`config.mk`:
```
export PLATFORM = sky130hd
export DESIGN_NAME = serial_dot_product
export DESIGN_NICKNAME = d
export VERILOG_FILES = /design/src/rtl/serial_dot_product_pkg.sv /design/src/rtl/sdp_mul_ext.sv /design/src/rtl/serial_dot_product.sv
export SDC_FILE = /design/constraint.sdc
export NUM_CORES = 1
export LEC_CHECK = 0
export CORE_MARGIN = 2
export CORE_UTILIZATION = 39
export CTS_CLUSTER_DIAMETER = 40
export CTS_CLUSTER_SIZE = 12
export DETAILED_ROUTE_END_ITERATION = 10
export SLEW_MARGIN = 20
export SYNTH_ARGS = -nofsm -noshare
export SYNTH_HDL_FRONTEND = slang
export SYNTH_HIERARCHICAL = 1
export SYNTH_SLANG_ARGS = --single-unit
```
`constraint.sdc`:
```
create_clock -name clk -period 6.6 [get_ports clk]
set_clock_uncertainty 0.15 [all_clocks]
set_input_delay 1.32 -clock clk [delete_from_list [all_inputs] [get_ports clk]]
set_output_delay 1.32 -clock clk [all_outputs]
set_load 0.1 [all_outputs]
```
`src/rtl/serial_dot_product_pkg.sv`:
```
// Shared types and width helpers for the serial dot-product engine.
package serial_dot_product_pkg;

  typedef enum logic [1:0] {
    LOAD_A = 2'd0,
    MAC_B  = 2'd1,
    OUT    = 2'd2
  } sdp_state_t;

  // Result width wide enough to hold LEN full-scale products without wrap.
  function automatic int unsigned out_width(input int unsigned data_w, input int unsigned len);
    return (2 * data_w) + 32'($clog2(len + 1));
  endfunction

endpackage

```
`src/rtl/sdp_mul_ext.sv`:
```
// Single DATA_W x DATA_W multiplier, extended to the accumulator width.
module sdp_mul_ext
  import serial_dot_product_pkg::*;
#(
  parameter int unsigned DATA_W = 8,
  parameter int unsigned SIGNED = 0,
  parameter int unsigned OUT_W  = 18
) (
  input  logic [DATA_W-1:0] a,
  input  logic [DATA_W-1:0] b,
  output logic [OUT_W-1:0]  p_c
);

  localparam int unsigned PROD_W = 2 * DATA_W;
  localparam int unsigned EXT_W  = OUT_W - PROD_W;

  generate
    if (SIGNED != 0) begin : g_signed
      logic signed [PROD_W-1:0] a_ext;
      logic signed [PROD_W-1:0] b_ext;
      logic signed [PROD_W-1:0] prod;

      // Two's complement product, sign-extended into the accumulator width.
      always_comb begin
        a_ext = PROD_W'($signed(a));
        b_ext = PROD_W'($signed(b));
        prod  = a_ext * b_ext;
        p_c   = {{EXT_W{prod[PROD_W-1]}}, prod};
      end
    end else begin : g_unsigned
      logic [PROD_W-1:0] a_ext;
      logic [PROD_W-1:0] b_ext;
      logic [PROD_W-1:0] prod;

      // Unsigned product, zero-extended into the accumulator width.
      always_comb begin
        a_ext = PROD_W'(a);
        b_ext = PROD_W'(b);
        prod  = a_ext * b_ext;
        p_c   = {{EXT_W{1'b0}}, prod};
      end
    end
  endgenerate

endmodule

```
`src/rtl/serial_dot_product.sv`:
```
// Serial dot-product engine: buffers a[], then multiply-accumulates against b[]
// as it streams in, and holds the result until the consumer takes it.
module serial_dot_product
  import serial_dot_product_pkg::*;
#(
  parameter int unsigned  DATA_W = 8,
  parameter int unsigned  LEN    = 3,
  parameter int unsigned  SIGNED = 0,
  localparam int unsigned OUT_W  = out_width(DATA_W, LEN)
) (
  input  logic              clk,
  input  logic              reset,
  input  logic [DATA_W-1:0] din,
  input  logic              din_valid,
  output logic              din_ready,
  output logic [OUT_W-1:0]  dout,
  output logic              dout_valid,
  input  logic              dout_ready
);

  localparam int unsigned      IDX_W    = (LEN > 1) ? $clog2(LEN) : 1;
  localparam logic [IDX_W-1:0] IDX_LAST = IDX_W'(LEN - 1);

  sdp_state_t            state_q;
  sdp_state_t            state_d;
  logic [IDX_W-1:0]      idx_q;
  logic [IDX_W-1:0]      idx_d;
  logic [OUT_W-1:0]      acc_q;
  logic [OUT_W-1:0]      acc_d;
  logic [OUT_W-1:0]      dout_d;
  logic                  dout_valid_d;
  logic                  a_we;
  logic                  in_xfer;
  logic                  out_xfer;
  logic [LEN*DATA_W-1:0] a_buf;
  logic [DATA_W-1:0]     a_sel;
  logic [OUT_W-1:0]      prod;

  assign in_xfer  = din_valid && din_ready;
  assign out_xfer = dout_valid && dout_ready;
  assign a_sel    = a_buf[32'(idx_q) * DATA_W +: DATA_W];

  sdp_mul_ext #(
    .DATA_W (DATA_W),
    .SIGNED (SIGNED),
    .OUT_W  (OUT_W)
  ) u_mul (
    .a   (a_sel),
    .b   (din),
    .p_c (prod)
  );

  // State register.
  always_ff @(posedge clk) begin
    if (reset) begin
      state_q <= LOAD_A;
    end else begin
      state_q <= state_d;
    end
  end

  // Next-state and datapath update selection.
  always_comb begin
    state_d      = state_q;
    idx_d        = idx_q;
    acc_d        = acc_q;
    dout_d       = dout;
    dout_valid_d = dout_valid;
    a_we         = 1'b0;

    case (state_q)
      LOAD_A: begin
        if (in_xfer) begin
          a_we = 1'b1;
          if (idx_q == IDX_LAST) begin
            idx_d   = '0;
            acc_d   = '0;
            state_d = MAC_B;
          end else begin
            idx_d = idx_q + IDX_W'(1);
          end
        end
      end
      MAC_B: begin
        if (in_xfer) begin
          if (idx_q == IDX_LAST) begin
            dout_d       = acc_q + prod;
            dout_valid_d = 1'b1;
            idx_d        = '0;
            state_d      = OUT;
          end else begin
            acc_d = acc_q + prod;
            idx_d = idx_q + IDX_W'(1);
          end
        end
      end
      OUT: begin
        if (out_xfer) begin
          dout_valid_d = 1'b0;
          state_d      = LOAD_A;
        end
      end
      default: begin
        state_d = LOAD_A;
        idx_d   = '0;
      end
    endcase
  end

  // Datapath registers; din_ready tracks the next state so it is a clean flop.
  always_ff @(posedge clk) begin
    if (reset) begin
      idx_q      <= '0;
      acc_q      <= '0;
      a_buf      <= '0;
      dout       <= '0;
      dout_valid <= 1'b0;
      din_ready  <= 1'b1;
    end else begin
      idx_q      <= idx_d;
      acc_q      <= acc_d;
      dout       <= dout_d;
      dout_valid <= dout_valid_d;
      din_ready  <= (state_d != OUT);
      if (a_we) begin
        a_buf[32'(idx_q) * DATA_W +: DATA_W] <= din;
      end
    end
  end

endmodule

```
==> results_dict.tcl <==
set metrics [dict create \
    status "completed" \
    yosys_register_bits 66 \
    grt_overflow 0 \
    p_sw_frac 0.278 \
    grt_antenna_before_repair 0 \
    wl_met1_microns 6790 \
    rows 44 \
    initial_core_util 0.400 \
    combPwrFrac 0.204 \
    layout_commonest_cell "nand2_1" \
    synthesis.area_sq_um 5840 \
    setup_viol 0 \
    mostFrequentLayoutCells "nand2_1 (108), buf_4 (73), dfxtp_1 (65), a21oi_1 (59), inv_1 (56)" \
    design.core.area_sq_um 14600 \
    ys_types 66 \
    route.top_layer_used "met4" \
    diodes 0 \
    drive_gt1_frac 0.188 \
    wl_per_cell_microns 14.7 \
    post-route-period-util 0.967 \
    path_class "primary input to flip-flop" \
    maxSlewHeadroom 0.334 \
    p_int_uw 848 \
    port_buffers 31 \
    num-nets-final 899 \
    cts_tree "yes" \
    hold_path.startpoint "a_buf[17]" \
    power_density_nw_per_um2 161 \
    leakagePower_nw 3.22 \
    h-tree-depth 3 \
    cp_max_fo 5 \
    clk_pin_slew_worst_paths_ps 60 \
    end_kind "flip-flop" \
    dieHeight_microns 126 \
    hold_violations 0 \
    wl_met2_microns 6950 \
    hold_slack_ps 302 \
    antenna_left 0 \
    cts-buffers-inserted 9 \
    regToRegStartpoint "idx_q[1]" \
    place_inst 960 \
    num_vias 5135 \
    fin_cells 980 \
    synth_flop_cell "dfxtp_1" \
    slew_viol_final 0 \
    hp-class "flip-flop to flip-flop" \
    syn2layout_area_growth_pct 24.8 \
    first_pass_iters 5 \
    required_ps 6650 \
    grt_use_total 0.185 \
    place.gp.congestion 0.888 \
    synth_edf_count 0 \
    clkPwrFrac 0.450 \
    worst_slew_pin_slew_ps 997 \
    worstSkewPairLatency_ps 340 \
    ys_seq_area_frac 0.226 \
    clk_root_buffer_cell "clkbuf_16" \
    clockBufferDepth 2 \
    clock_sinks 66 \
    vdd_drop_max_uv 101 \
    grt_pass1_vias 5091 \
    post-dp-hpwl_microns 11200 \
    grt_max_degree 66 \
    rr_worst_depth 25 \
    grt_pass1_wl_microns 24300 \
    async_flop_share 0 \
    timing.fmax_ghz 0.157 \
    worstHoldPathCells 2 \
    first_iter_violations 374 \
    synth_area_per_cell_sq_um 8.34 \
    drv_cap 0 \
    route.detailed.drc 0 \
    viasPerCell 5.24 \
    ios 32 \
    switchingPower_uw 327 \
    start_kind "primary input" \
    die_x_microns 126 \
    seq_power_share 0.346 \
    min_period_ps 6380 \
    totalWireLength_microns 14400 \
    synthCells 700 \
    holdBufCountCts 0 \
    ys_warn_count 6 \
    worstPathArrival_ps 6440 \
    fp.dieArea_sq_um 16000 \
    met3WireLength_microns 527 \
    cp-startpoint "din[4]" \
]
==> final cells by class <==
type                       count  area, sq um
multi-input combinational    551         4330
timing repair buffer         107          868
inverter                      56          210
clock buffer                  10          239
fill                        1374         7300
clock inverter                 6         87.6
tap                          184          230
sequential                    66         1320
==> through the flow <==
step	instance area, sq um	setup WS, ps	utilization	setup TNS, ps	total power [mW]
after CTS	7110	27.3	0.488	0	1.17
after detailed placement	6770	-584	0.464	-6970	0.641
final	7290	217	0.499	0	1.18
after global placement	6770	-500	0.464	-5890	0.637
after floorplan	5840	271	-	0	0.554
after global routing	7290	-48.5	0.499	-63.8	1.23
==> power groups by stage <==
stage / Clock (mW) / Sequential (mW) / Combinational (mW)
after detailed placement: 0 / 0.415 / 0.226
after CTS: 0.535 / 0.406 / 0.230
after global placement: 0 / 0.415 / 0.222
after global routing: 0.558 / 0.407 / 0.267
after floorplan: 0 / 0.414 / 0.141
final: 0.529 / 0.407 / 0.240
==> Yosys cell counts, types with 6 or more instances <==
master / count / area [sq um]
inv_1: 56 / 210
o21ai_0: 20 / 100
dfxtp_1: 66 / 1320
clkbuf_1: 9 / 33.8
nand4_1: 6 / 37.5
nand3b_1: 6 / 45.0
fa_1: 37 / 741
o21ai_1: 8 / 40.0
and3_1: 7 / 43.8
xnor2_1: 19 / 166
mux2i_1: 8 / 80.1
buf_2: 12 / 60.1
and2_1: 48 / 300
nand3_1: 36 / 180
a21oi_1: 63 / 315
nand2_1: 110 / 413
xor2_1: 9 / 78.8
ha_1: 59 / 738
nor2_1: 25 / 93.8
o21a_1: 9 / 67.6
==> sequential cells by signal, summed over array words and instances, names as in the netlist <==
name,cells
dout,18
acc_q,18
dout_valid,1
din_ready,1
state_q,2
a_buf,24
idx_q,2
==> repair_timing <==
| item | CTS | global route |
|---|---|---|
| resized for setup | 11 | 35 |
| endpoints found under the setup margin | 13 | 15 |
| pin swaps | 7 | 19 |
| buffers inserted | 1 | 3 |
==> critical path, cell delays in order <==
cell and delay (ps):
dlygate4sd2_1 270, buf_4 160, and2_1 170, fa_1 560, fa_1 450, fa_1 550, inv_1 60, fa_1 530
inv_1 60, ha_4 260, a211o_1 250, o22a_1 190, and3_4 180, a211oi_4 200, ha_4 260, a21oi_1 130
o21ai_0 120, a31oi_1 240, o31ai_2 120, xnor2_1 260, o31ai_2 80
==> path summary, 6_finish.rpt <==
| path | end | slack (ps) |
|---|---|---|
| worst max register to register | dout[15] | 390 |
| worst min register to register | a_buf[17] | 300 |
| worst max-delay path | dout[16] | 220 |
| worst min-delay path | a_buf[17] | 300 |
==> per-layer routing <==
layer | GRT usage | up-vias
met4 | 0.0601 | 0
met5 | 0 | -
li1 | - | 2563
met1 | 0.260 | 2455
met2 | 0.293 | 102
met3 | 0.0270 | 15
==> logic make-up after synthesis <==
group	count (synthesis)	synth area share
buffers and inverters	84	0.0617
adders and majority gates	96	0.253
AOI/OAI and AO/OA	150	0.168
xor gates and xnor gates	29	0.0448
other	1	0.000643
muxes	8	0.0137
and+or+nand+nor	266	0.231
DFF	66	0.226
(Power assumes the default switching activity.)
